**config.mk**
```make
export PLATFORM = sky130hd
export DESIGN_NAME = wb_p_pipe_bridge
export DESIGN_NICKNAME = d
export VERILOG_FILES = /design/src/rtl/wb_p_pkg.sv /design/src/rtl/wb_p_skid_buf.sv /design/src/rtl/wb_p_pipe_bridge.sv
export SDC_FILE = /design/constraint.sdc
export NUM_CORES = 1
export LEC_CHECK = 0
export ABC_CLOCK_PERIOD_IN_PS = 3900
export CORE_UTILIZATION = 45
export CTS_BUF_LIST = sky130_fd_sc_hd__clkbuf_16
export DETAILED_ROUTE_END_ITERATION = 7
export HOLD_SLACK_MARGIN = 0.08
export PLACE_DENSITY_LB_ADDON = 0.3
export SLEW_MARGIN = 25
export SYNTH_ARGS = -nofsm -noshare
export SYNTH_HDL_FRONTEND = slang
export SYNTH_SLANG_ARGS = --single-unit
```
**constraint.sdc**
```tcl
create_clock -name clk_i -period 3.9 [get_ports clk_i]
set_clock_uncertainty 0.15 [all_clocks]
set_input_delay 0.78 -clock clk_i [delete_from_list [all_inputs] [get_ports clk_i]]
set_output_delay 0.78 -clock clk_i [all_outputs]
set_load 0.05 [all_outputs]
```
**src/rtl/wb_p_pkg.sv**
```systemverilog
// Shared types and elaboration helpers for the Wishbone pipelined bridge.
// req_t describes the default 32/32/8 request tuple; wider instances build their own.
package wb_p_pkg;

   localparam int DEF_DATA_WIDTH  = 32;
   localparam int DEF_ADDR_WIDTH  = 32;
   localparam int DEF_GRANULARITY = 8;
   localparam int DEF_SEL_WIDTH   = DEF_DATA_WIDTH / DEF_GRANULARITY;
   localparam int DEF_MAX_OUT     = 8;

   typedef struct packed {
      logic [DEF_ADDR_WIDTH-1:0] adr;
      logic [DEF_DATA_WIDTH-1:0] dat;
      logic                      we;
      logic [DEF_SEL_WIDTH-1:0]  sel;
   } req_t;

   function automatic bit gran_ok(input int gran);
      return (gran == 8) || (gran == 16) || (gran == 32);
   endfunction

   // One extra bit so the counter can hold MAX_OUTSTANDING itself.
   function automatic int cnt_width(input int max_out);
      return $clog2(max_out) + 1;
   endfunction

   localparam int DEF_CNT_WIDTH = cnt_width(DEF_MAX_OUT);

endpackage

```
**src/rtl/wb_p_skid_buf.sv**
```systemverilog
// Two-entry skid buffer: output register plus one skid slot; 1-cycle latency.
// in_rdy is a flop (skid empty), so upstream stall never sees a downstream combinational path.
module wb_p_skid_buf import wb_p_pkg::*; #(
   parameter type T = req_t
) (
   input  logic clk_i,
   input  logic rst_i,
   input  logic flush,
   input  logic in_vld,
   input  T     in_dat,
   output logic in_rdy,
   output logic out_vld,
   output T     out_dat,
   input  logic out_rdy
);

   logic skid_vld;
   T     skid_dat;
   logic take;

   assign in_rdy = !skid_vld;
   assign take   = in_vld && in_rdy;

   always_ff @(posedge clk_i) begin
      if (rst_i) begin
         out_vld  <= 1'b0;
         skid_vld <= 1'b0;
         out_dat  <= '0;
         skid_dat <= '0;
      end else if (flush) begin
         out_vld  <= 1'b0;
         skid_vld <= 1'b0;
      end else if (out_vld && out_rdy) begin
         if (skid_vld) begin
            out_dat  <= skid_dat;
            skid_vld <= 1'b0;
         end else if (take) begin
            out_dat <= in_dat;
         end else begin
            out_vld <= 1'b0;
         end
      end else if (take) begin
         // OUT is blocked: park the new request in the skid slot.
         if (!out_vld) begin
            out_dat <= in_dat;
            out_vld <= 1'b1;
         end else begin
            skid_dat <= in_dat;
            skid_vld <= 1'b1;
         end
      end
   end

endmodule

```
**src/rtl/wb_p_pipe_bridge.sv**
```systemverilog
// Registered Wishbone B4 pipelined stage: requests and responses each take one cycle.
// Upstream stalls once the skid slot fills; downstream issue is capped at MAX_OUTSTANDING.
module wb_p_pipe_bridge import wb_p_pkg::*; #(
   parameter int DATA_WIDTH      = 32,
   parameter int ADDR_WIDTH      = 32,
   parameter int GRANULARITY     = 8,
   parameter int MAX_OUTSTANDING = 8
) (
   input  logic                              clk_i,
   input  logic                              rst_i,
   input  logic [ADDR_WIDTH-1:0]             s_adr,
   input  logic [DATA_WIDTH-1:0]             s_dat_i,
   input  logic                              s_we,
   input  logic [DATA_WIDTH/GRANULARITY-1:0] s_sel,
   input  logic                              s_stb,
   input  logic                              s_cyc,
   output logic [DATA_WIDTH-1:0]             s_dat_o,
   output logic                              s_ack,
   output logic                              s_stall,
   output logic [ADDR_WIDTH-1:0]             m_adr,
   output logic [DATA_WIDTH-1:0]             m_dat_o,
   output logic                              m_we,
   output logic [DATA_WIDTH/GRANULARITY-1:0] m_sel,
   output logic                              m_stb,
   output logic                              m_cyc,
   input  logic [DATA_WIDTH-1:0]             m_dat_i,
   input  logic                              m_ack,
   input  logic                              m_stall
);

   localparam int SEL_WIDTH = DATA_WIDTH / GRANULARITY;
   localparam int CNT_WIDTH = cnt_width(MAX_OUTSTANDING);

   if (!gran_ok(GRANULARITY)) begin : g_bad_gran
      $fatal(1, "wb_p_pipe_bridge: GRANULARITY must be 8, 16 or 32");
   end
   if (MAX_OUTSTANDING < 2 || (MAX_OUTSTANDING & (MAX_OUTSTANDING - 1)) != 0) begin : g_bad_max
      $fatal(1, "wb_p_pipe_bridge: MAX_OUTSTANDING must be a power of 2, at least 2");
   end

   typedef struct packed {
      logic [ADDR_WIDTH-1:0] adr;
      logic [DATA_WIDTH-1:0] dat;
      logic                  we;
      logic [SEL_WIDTH-1:0]  sel;
   } bus_req_t;

   bus_req_t             in_req;
   bus_req_t             out_req;
   logic                 in_rdy;
   logic                 out_vld;
   logic                 below_max;
   logic                 issue;
   logic                 ack_cnt;
   logic [CNT_WIDTH-1:0] cnt;

   assign in_req    = '{adr: s_adr, dat: s_dat_i, we: s_we, sel: s_sel};
   assign below_max = cnt < CNT_WIDTH'(MAX_OUTSTANDING);
   assign issue     = m_stb && !m_stall;
   // Acks only count while a request is outstanding on a live downstream cycle.
   assign ack_cnt   = m_ack && m_cyc && (cnt != '0);

   wb_p_skid_buf #(.T(bus_req_t)) u_skid (
      .clk_i   (clk_i),
      .rst_i   (rst_i),
      .flush   (!s_cyc),
      .in_vld  (s_cyc && s_stb),
      .in_dat  (in_req),
      .in_rdy  (in_rdy),
      .out_vld (out_vld),
      .out_dat (out_req),
      .out_rdy (below_max && !m_stall)
   );

   assign s_stall = !in_rdy;
   assign m_stb   = out_vld && below_max;
   assign m_adr   = out_req.adr;
   assign m_dat_o = out_req.dat;
   assign m_we    = out_req.we;
   assign m_sel   = out_req.sel;

   always_ff @(posedge clk_i) begin
      if (rst_i || !s_cyc) begin
         cnt <= '0;
      end else if (issue && !ack_cnt) begin
         cnt <= cnt + CNT_WIDTH'(1);
      end else if (!issue && ack_cnt) begin
         cnt <= cnt - CNT_WIDTH'(1);
      end
   end

   always_ff @(posedge clk_i) begin
      if (rst_i) begin
         m_cyc   <= 1'b0;
         s_ack   <= 1'b0;
         s_dat_o <= '0;
      end else begin
         m_cyc <= s_cyc;
         s_ack <= ack_cnt && s_cyc;
         if (ack_cnt) begin
            s_dat_o <= m_dat_i;
         end
      end
   end

endmodule

```
### After elaboration in Yosys (flattened, before gate mapping)

Cells that the tools add are included.
Widths: inputs -> output; s select.

* ROM bits: 0
* bits in latches: 0
* output and inout port bits: 105
* memories: 0
* register bits: 178
* input port bits: 107
* memory bits (writable): 0

* reduce and logical (&&, ||, !) cells: 27
* add/sub/neg operators: 2
* div/mod/pow operators: 0
* shift-type cells: 0
* bitwise logic cells: 2
* equality and inequality tests: 3
* multiplexer cells: 11
* magnitude comparators: 1
* $mul: 0

Operator list (count)
* $mux 69: 5
* $logic_and 1x1->1: 11
* $mux 4: 2
* $reduce_and 4->1: 2
* $ne 2x2->1 const B: 3
* $reduce_bool 2->1: 3
* $logic_not 1->1: 5
* $add 4x1->4 const B: 1
* $lt 4x4->1 const B: 1
* $mux 1: 4
* $reduce_bool 4->1: 1
* $sub 4x1->4 const B: 1
* $reduce_and 3->1: 1
* $reduce_or 3->1: 1
* $not 1->1: 2
* $reduce_and 2->1: 1
* $reduce_or 2->1: 1
* $logic_or 1x1->1: 1

### Longest topological paths before layout

Gate-level depths: netlist of run 1.

* depth in word-level cells: 7
* mapped depth: 12
* mapped depth without buffers: 10

### Modules after synthesis

A second synthesis of run 1 with hierarchy kept.

* cell total of the unflattened synthesis: 878
* area, all modules: 7064.3 um2

By module, submodules not included
* wb_p_skid_buf: times used 1, area an instance 5395.2 um2, cells an instance 699, sequential area each 2802.7 um2
* wb_p_pipe_bridge: times used 1, area an instance 1669.1 um2, cells an instance 179, sequential area each 760.7 um2

### Worst setup path before layout of run 1

No wires, ideal clock.

* path kind: reg2reg
* start: reg cnt[3]
* end: reg cnt[3]
* stages on the path, launching flop included: 13
* arrival time: 2596 ps
* setup slack: 1097 ps
* path buffers: 2
* data required time: 3693 ps
* library setup time: 57 ps
* cell sequence: dfxtp_1 -> or4_1 -> and3_1 -> buf_6 -> inv_8 -> buf_12 -> ha_1 -> inv_1 -> ha_1 -> a21oi_1 -> a211o_1 -> a211oi_1 -> a31o_2

* word-level cells in the longest chain between the ends: 6
* elaborated cells on any way between the ends: 14
* those cells by class: add/sub (2); order compare (1); mux (2); reduce/logical (9)

Ends and longest elaborated chain
* from (decl): RTL line wb_p_pipe_bridge.sv:55 `logic [CNT_WIDTH-1:0] cnt;`
* from (signal assigned): RTL line wb_p_pipe_bridge.sv:86 `cnt <= cnt + CNT_WIDTH'(1);`
* from (signal assigned): RTL line wb_p_pipe_bridge.sv:88 `cnt <= cnt - CNT_WIDTH'(1);`
* $lt 4x4->1: RTL line wb_p_pipe_bridge.sv:58 `assign below_max = cnt < CNT_WIDTH'(MAX_OUTSTANDING);`
* $logic_and 1x1->1: RTL line wb_p_pipe_bridge.sv:76 `assign m_stb = out_vld && below_max;`
* $logic_and 1x1->1: RTL line wb_p_pipe_bridge.sv:59 `assign issue = m_stb && !m_stall;`
* $logic_not 1->1: RTL line wb_p_pipe_bridge.sv:87 `end else if (!issue && ack_cnt) begin`
* $logic_and 1x1->1: RTL line wb_p_pipe_bridge.sv:87
* $reduce_bool 2->1 (no source line)

Parallel ways exist; a longest one is shown, timed or not. The select of a mux whose other input is x is not followed.
A chain may end at the register's enable or synchronous reset.

### Worst setup path in the final report of run 1

Ends and elaborated chain as after synthesis.

==> out/summary.txt, run 1 <==
OUTCOME
------------------------------------------------------------------------------------------------------
Status                                                                                    finished clean

WORST SETUP PATH
------------------------------------------------------------------------------------------------------
Classification of the worst setup path                                                    flop to flop
Cell with the most instances on the worst path                                            sky130_fd_sc_hd__ha_1
CP Buf/Inv Count                                                                                     2
Cells traversed along the worst timing path                                               or4_1 -> and3_1 -> inv_8 -> ha_1 -> inv_1 -> ha_1 -> a21oi_1 -> a211o_1 -> a211oi_1 -> a31o_2
Worst-case register-to-register setup slack                                                    0.85 ns
Largest delay contributor family on the critical path                                     simple AND/OR/NAND/NOR gates
Critical path data required time                                                               4.12 ns
Startpoint of the most critical register-to-register path                                 cnt[3]$_SDFFE_PP0P_
CP max stage cell                                                                         sky130_fd_sc_hd__or4_1
Arrival time at the worst endpoint                                                             3.27 ns
Worst Setup End Kind                                                                              flop
Delay of the slowest critical-path stage                                                       0.54 ns
Type of element launching the critical path                                                       flop
Critical R2R Capture                                                                      cnt[3]$_SDFFE_PP0P_
Crit Path Max Fanout                                                                                34
Worst r2r path cells                                                                                10

PWR
------------------------------------------------------------------------------------------------------
PwrDens                                                                                   435.6 nW/um2
Worst vdd ir                                                                                 0.3345 mV
Static leakage                                                                             0.003214 uW

GLOBAL ROUTE
------------------------------------------------------------------------------------------------------
Via count of the first global-routing pass                                                        5577
Global-route usage over all layers                                                              20.89%
Pin count of the biggest net entering global routing                                               155
First-pass GRT wire length                                                                    27.14 mm
Overall overflow remaining after global route                                                        0
Number of antenna violations at the first check in global routing                                    0

TIMING
------------------------------------------------------------------------------------------------------
Period utilization                                                                              78.16%
Setup violation total in the final timing report                                                     0
Fmax                                                                                         328.1 MHz
Final-report hold violation count                                                                    0
Unrepaired setup endpoints after global routing                                                  false
Clock period minus worst slack                                                                3.048 ns
Headroom to the max-slew limit                                                                  45.32%
Final Slew Violations                                                                                0
Total negative slack for setup checks                                                             0 ns
Transition time at the pin with the least slew margin                                        0.8201 ns

CLOCK TREE
------------------------------------------------------------------------------------------------------
Clock Tree Buf Depth                                                                                 2
Post-CTS setup buffers                                                                               0
Cts-stage hold buffer count                                                                          0
Skew-Pair Late Insertion Delay                                                                 0.42 ns
CTS tree                                                                                         built
Number of buffers inserted during clock tree synthesis                                              17
Quantity of gates resized following cts                                                              0
Total number of clock tree sinks                                                                   178
Clock transition at the register clock pins on the worst setup and hold paths after CTS        0.06 ns
CTS Root Buffer Type                                                                      sky130_fd_sc_hd__clkbuf_16
Level count of the clock H-tree                                                                      4

FLOORPLAN
------------------------------------------------------------------------------------------------------
Die boundary height                                                                           127.7 um
I/O Pins                                                                                           212
Die area                                                                                     16320 um2
Initial standard-cell utilization of the core                                                   46.46%
Num rows                                                                                            45
Die Width                                                                                     127.7 um
CORE AREA                                                                                    15310 um2

HOLD PATH
------------------------------------------------------------------------------------------------------
Classification of the worst-slack hold path                                               flop to flop
Hold path start                                                                           u_skid.skid_dat[27]$_SDFFE_PP0P_
Endpoint, Worst Hold                                                                      u_skid.skid_dat[27]$_SDFFE_PP0P_
Worst Hold Depth                                                                                     2

DETAILED ROUTING
------------------------------------------------------------------------------------------------------
Initial drt markers                                                                                391
Number of routed nets with antenna violations                                                        0
Mean number of vias per cell                                                                     4.991
Drt wl/cell                                                                                   14.02 um
Residual DRC                                                                                         0
Number of vias after detailed routing                                                             5944
Total iterations of the first detailed-routing run                                                   4
Total routed wirelength                                                                       16.69 mm

LAYOUT
------------------------------------------------------------------------------------------------------
Fraction of layout instances using a drive strength above 1                                     10.31%
Count of nets after finishing                                                                     1079
Most common cell after layout, fill and taps aside                                        sky130_fd_sc_hd__clkdlybuf4s50_1
Diodes inserted                                                                                      0
Commonest non-fill, non-tap cells in the layout                                           210 x sky130_fd_sc_hd__clkdlybuf4s50_1, 178 x sky130_fd_sc_hd__dfxtp_1, 175 x sky130_fd_sc_hd__nand2_1, 77 x sky130_fd_sc_hd__nor2_1, 77 x sky130_fd_sc_hd__a21oi_1
Count of fill cells added during filler insertion                                                 1354
Layout overhead on the synthesized area                                                         39.00%
Finished Core Util                                                                              64.58%

YOSYS
------------------------------------------------------------------------------------------------------
Synth unique cells                                                                                  33
Cell area after synthesis                                                                     7116 um2
Synth Flop Type                                                                           sky130_fd_sc_hd__dfxtp_1
Avg Cell Area, Syn                                                                           8.950 um2
Mapped Cells                                                                                       795
Syn nets                                                                                           906
Post-synth EDFFs                                                                                     0
Number of warning messages in the yosys log                                                          0
Asr flop ratio synth                                                                                0%
Register bit count reported by yosys                                                               178
Portion of the post-synthesis area used by sequential elements                                  50.08%

RUN
------------------------------------------------------------------------------------------------------
Total of max-cap violations                                                                          0

PLACED DESIGN
------------------------------------------------------------------------------------------------------
Post-detailed-placement half-perimeter wirelength                                             10.75 mm
Count of buffers from port buffering                                                               211
Routability congestion estimate from global placement                                           0.7447

sequential cells by signal, indices dropped and copies added, names as in the netlist:
signal and count:
cnt 4, m_cyc 1, s_ack 1, s_dat_o 32
u_skid.out_dat 69, u_skid.out_vld 1, u_skid.skid_dat 69, u_skid.skid_vld 1
per-layer routing:
metal  global-route usage [%]  up-vias  part of all wire (%)
li1                         -     3046                     -
met2                    34.40      162                    48
met5                        0        -                     0
met3                    7.930       12                   7.0
met1                    25.37     2724                    44
met4                    6.021        0                   1.0
through the flow:
stage	std cells	hold slack (ns)	setup slack [ns]	power, uW	area, um2
final	1191	0.3033	0.8518	4309	9891
after global routing	1191	0.3211	0.7072	4475	9891
after CTS	1191	0.3050	0.8573	4353	9891
after detailed placement	1160	0.2961	0.6323	2568	9278
after global placement	1160	0.2913	0.6756	2561	9278
after floorplan	795	0.2860	1.097	2304	7116
tightest hold or removal path: stages, from the launching register on:
cell and delay (ns):
sky130_fd_sc_hd__dfxtp_1 0.31, sky130_fd_sc_hd__nand2_1 0.05, sky130_fd_sc_hd__a21oi_1 0.05
logic make-up (layout without fill, tap and decap cells):
group                    count (synthesis)  in the layout  share of synthesized area (%)
AO/OA/AOI/OAI                          179            179                          16.76
XOR/XNOR                                 2              2                         0.2462
adder cells (fa/ha/maj)                  4              4                         0.8089
buffers and inverters                   69            254                          5.240
flip-flops                             178            178                          50.08
multiplexers                            70             70                          9.847
AND/OR/NAND/NOR                        293            293                          17.02
power breakdown:
| part | switching, uW | internal (uW) |
|---|---|---|
| Clock | 716 | 1070 |
| Combinational | 363 | 250 |
| Sequential | 32.9 | 1880 |
worst max path at each step:
stage,from,end,cells past startpoint
floorplan,cnt[3]$_SDFFE_PP0P_,cnt[3]$_SDFFE_PP0P_,12
global placement,m_ack,cnt[3]$_SDFFE_PP0P_,10
detailed placement,m_ack,cnt[3]$_SDFFE_PP0P_,10
CTS,cnt[3]$_SDFFE_PP0P_,cnt[3]$_SDFFE_PP0P_,10
global route,cnt[3]$_SDFFE_PP0P_,cnt[3]$_SDFFE_PP0P_,10
finish,cnt[3]$_SDFFE_PP0P_,cnt[3]$_SDFFE_PP0P_,10
synthesized netlist by cell type (all sizes together) (2+ instances only):
| cell | count | area [um2] |
|---|---|---|
| nand2b | 2 | 12.51 |
| nand2 | 203 | 832.1 |
| a211oi | 70 | 525.5 |
| nand3 | 2 | 10.01 |
| a21oi | 105 | 630.6 |
| dfxtp | 178 | 3563 |
| ha | 3 | 37.54 |
| clkbuf | 36 | 135.1 |
| and3 | 2 | 12.51 |
| buf | 30 | 219.0 |
| mux2i | 70 | 700.7 |
| inv | 3 | 18.77 |
| nor2 | 77 | 289.0 |
| nor3 | 2 | 15.01 |
final cells by class:
| class | count | area (um2) | share of cell area, % |
|---|---|---|---|
| Timing Repair Buffer | 220 | 2231 | 22.56 |
| Inverter | 3 | 18.77 | 0.1898 |
| Clock buffer | 17 | 425.4 | 4.301 |
| Multi-Input combinational cell | 548 | 3201 | 32.36 |
| Sequential cell | 178 | 3563 | 36.03 |
| Clock inverter | 14 | 187.7 | 1.898 |
| Tap cell | 211 | 264.0 | 2.669 |
Note: power is estimated with default switching activity, not from simulation.
==> inputs of run 2 (changes only) <==
--- a/config.mk
+++ b/config.mk
@@ -5,8 +5,8 @@
 export SDC_FILE = /design/constraint.sdc
 export NUM_CORES = 1
 export LEC_CHECK = 0
-export ABC_CLOCK_PERIOD_IN_PS = 3900
-export CORE_UTILIZATION = 45
+export ABC_CLOCK_PERIOD_IN_PS = 2600
+export CORE_UTILIZATION = 43
 export CTS_BUF_LIST = sky130_fd_sc_hd__clkbuf_16
 export DETAILED_ROUTE_END_ITERATION = 7
 export HOLD_SLACK_MARGIN = 0.08
==> constraint.sdc (replaced) <==
create_clock -name clk_i -period 2.6 [get_ports clk_i]
set_clock_uncertainty 0.15 [all_clocks]
set_input_delay 0.52 -clock clk_i [delete_from_list [all_inputs] [get_ports clk_i]]
set_output_delay 0.52 -clock clk_i [all_outputs]
set_load 0.05 [all_outputs]
==> run 2 against run 1 <==
Via count down 0.50%. Count of clock-buffer cells in the layout unchanged. Maximum frequency increased by 23%. Worst setup slack worse by 0.74 ns. Combinational power grew 52%. Clock power increased by 50%. Wire length increased by 0.72%. Register-to-register slack worse by 0.74 ns. Cell area increased by 1.9%. Sequential power up 50%. Critical path type unchanged. Critical endpoint unchanged. Largest cell class unchanged.
==> out/summary.txt, run 2 (synthesis gave the netlist of run 1 again) <==
OUTCOME
------------------------------------------------------------------------------------------------------
Status                                                                                    finished clean

GLOBAL ROUTE
------------------------------------------------------------------------------------------------------
Pin count of the biggest net entering global routing                                               171   +10%
Global Route met3 Usage                                                                         6.963%   -0.97 points
Met2 routing resource usage after global routing                                                32.43%   -2.0 points
Number of antenna violations at the first check in global routing                                    0   unchanged
Overall overflow remaining after global route                                                        0   unchanged
First-pass GRT wire length                                                                    26.91 mm   -0.84%
Met1 demand-to-capacity share in global routing                                                 25.10%   -0.27 points
Layer with the highest usage                                                                      met2
Via count of the first global-routing pass                                                        5512   -1.2%
Global-route usage over all layers                                                              20.12%   -0.77 points

DETAILED ROUTING
------------------------------------------------------------------------------------------------------
Residual DRC                                                                                         0   unchanged
Number of vias after detailed routing                                                             5914   -0.50%
Initial drt markers                                                                                377   -3.6%
Number of routed nets with antenna violations                                                        0   unchanged
Drt wl/cell                                                                                   13.93 um   -0.61%
Total iterations of the first detailed-routing run                                                   4   unchanged
Mean number of vias per cell                                                                     4.900   -1.8%
Total routed wirelength                                                                       16.81 mm   +0.72%

PWR
------------------------------------------------------------------------------------------------------
Worst vdd ir                                                                                 0.4531 mV   +35%
Relative contribution of the clock network to total power                                        41.2%   -0.2 points
Static leakage                                                                             0.003299 uW   +2.6%
Final Total Pwr                                                                                6467 uW   +50%
PwrDens                                                                                   641.4 nW/um2   +47%
Switching power                                                                                1722 uW   +55%
Internal power of the cells                                                                    4745 uW   +48%
Combinational share of power                                                                     14.4%   +0.2 points
Sequential power share                                                                           44.4%   about the same
Switching portion of total power                                                                26.63%   +0.85 points

PLACED DESIGN
------------------------------------------------------------------------------------------------------
Worst slack at placement                                                                   -0.08356 ns   -0.7159 ns
Post-detailed-placement half-perimeter wirelength                                             11.32 mm   +5.3%
Instance area at placement                                                                    9453 um2   +1.9%
Count of buffers from port buffering                                                               211   unchanged
Routability congestion estimate from global placement                                           0.7217   -3.1%

LAYOUT
------------------------------------------------------------------------------------------------------
Diodes inserted                                                                                      0   unchanged
Most common cell after layout, fill and taps aside                                        sky130_fd_sc_hd__clkdlybuf4s50_1
Fraction of layout instances using a drive strength above 1                                     12.21%   +1.9 points
Final design instance area without fill                                                      10080 um2   +1.9%
Finished Core Util                                                                              63.01%   -1.6 points
Count of fill cells added during filler insertion                                                 1421   +4.9%
Registers with the highest flip-flop counts                                               u_skid.out_dat (69), u_skid.skid_dat (69), s_dat_o (32)
Commonest non-fill, non-tap cells in the layout                                           209 x sky130_fd_sc_hd__clkdlybuf4s50_1, 177 x sky130_fd_sc_hd__dfxtp_1, 175 x sky130_fd_sc_hd__nand2_1, 77 x sky130_fd_sc_hd__nor2_1, 77 x sky130_fd_sc_hd__a21oi_1
Layout overhead on the synthesized area                                                         41.69%
Count of nets after finishing                                                                     1089   +0.93%

WORST SETUP PATH
------------------------------------------------------------------------------------------------------
Arrival time at the worst endpoint                                                             2.70 ns   -0.57 ns
Worst-case register-to-register setup slack                                                    0.12 ns   -0.74 ns
Worst Setup End Kind                                                                              flop
Crit Path Max Fanout                                                                                 4   -88%
Type of element launching the critical path                                                       flop
Classification of the worst setup path                                                    flop to flop
Critical path data required time                                                               2.82 ns   -1.30 ns

FLOORPLAN
------------------------------------------------------------------------------------------------------
Die boundary height                                                                           130.6 um   +2.3%
Die area                                                                                     17070 um2   +4.6%
Num rows                                                                                            46   +2.2%
Initial standard-cell utilization of the core                                                   44.47%   -2.0 points
CORE AREA                                                                                    16000 um2   +4.5%
I/O Pins                                                                                           212   unchanged
Die Width                                                                                     130.6 um   +2.3%

TIMING
------------------------------------------------------------------------------------------------------
Unrepaired setup endpoints after global routing                                                  false
Final-report hold violation count                                                                    0   unchanged
Period utilization                                                                              95.56%   +17 points
Setup slack after layout                                                                     0.1155 ns   -0.7363 ns
Headroom to the max-slew limit                                                                  40.85%   -4.5 points
Fmax                                                                                         402.5 MHz   +23%
Clock period minus worst slack                                                                2.484 ns   -0.5637 ns
Total negative slack for setup checks                                                             0 ns   unchanged
Transition time at the pin with the least slew margin                                        0.8873 ns   +0.06713 ns
Final Slew Violations                                                                                0   unchanged
Setup violation total in the final timing report                                                     0   unchanged

CLOCK TREE
------------------------------------------------------------------------------------------------------
Level count of the clock H-tree                                                                      4   unchanged
Cts-stage hold buffer count                                                                          0   unchanged
Clock transition at the register clock pins on the worst setup and hold paths after CTS        0.07 ns   about the same
Quantity of gates resized following cts                                                              0   unchanged
CTS tree                                                                                         built
Post-CTS setup buffers                                                                               0   unchanged
CTS Root Buffer Type                                                                      sky130_fd_sc_hd__clkbuf_16
Number of buffers inserted during clock tree synthesis                                              17   unchanged
Skew-Pair Late Insertion Delay                                                                 0.42 ns   about the same
Total number of clock tree sinks                                                                   178   unchanged
Clock Tree Buf Depth                                                                                 2   unchanged

RUN
------------------------------------------------------------------------------------------------------
Total of max-cap violations                                                                          0   unchanged

HOLD PATH
------------------------------------------------------------------------------------------------------
Classification of the worst-slack hold path                                               flop to flop

==> run 2: layer usage <==
layer | vias up | wire, um
met5 | - | 0
li1 | 3064 | -
met4 | 0 | 235
met2 | 154 | 7828
met3 | 19 | 1302
met1 | 2677 | 7446
==> run 2: cell type report <==
| class | instances | area [um2] | area share, % |
|---|---|---|---|
| Sequential cell | 178 | 3565 | 35.36 |
| Multi-Input combinational cell | 548 | 3236 | 32.09 |
| Timing Repair Buffer | 230 | 2371 | 23.52 |
| Clock buffer | 17 | 425.4 | 4.219 |
| Tap cell | 216 | 270.3 | 2.681 |
| Clock inverter | 15 | 196.4 | 1.948 |
| Inverter | 3 | 18.77 | 0.1861 |
==> run 2: worst paths after layout <==
check                                  startpoint                               to  depth (start not counted)
setup / recovery              cnt[3]$_SDFFE_PP0P_              cnt[3]$_SDFFE_PP0P_                         10
hold / removal    u_skid.skid_dat[5]$_SDFFE_PP0P_  u_skid.skid_dat[5]$_SDFFE_PP0P_                          2
setup reg to reg              cnt[3]$_SDFFE_PP0P_              cnt[3]$_SDFFE_PP0P_                         10
hold reg to reg   u_skid.skid_dat[5]$_SDFFE_PP0P_  u_skid.skid_dat[5]$_SDFFE_PP0P_                          2
==> run 2: worst max-delay path, stage by stage, from the launching register on <==
cell                       delay, ns
sky130_fd_sc_hd__dfxtp_2        0.32
sky130_fd_sc_hd__or4_1          0.52
sky130_fd_sc_hd__and3_4         0.21
sky130_fd_sc_hd__inv_8          0.05
sky130_fd_sc_hd__ha_4           0.13
sky130_fd_sc_hd__inv_2          0.06
sky130_fd_sc_hd__ha_1           0.27
sky130_fd_sc_hd__nand3_1        0.09
sky130_fd_sc_hd__a211o_1        0.33
sky130_fd_sc_hd__a211oi_2       0.18
sky130_fd_sc_hd__a31o_2         0.12
==> run 2: stage by stage <==
step                cells  hold slack, ns
detailed placement   1175          0.2963
finish               1207          0.3053
global placement     1175          0.2911
CTS                  1207          0.3058
global route         1207          0.3172
floorplan             795          0.2860
==> run 2: power by group through the flow <==
stage / Combinational (uW) / Sequential [uW] / Clock, uW
6_report: 931 / 2870 / 2670
5_1_grt: 996 / 2880 / 2840
4_1_cts: 939 / 2870 / 2730
3_5_place_dp: 936 / 2930 / 0
3_3_place_gp: 928 / 2930 / 0
2_1_floorplan: 247 / 3210 / 0
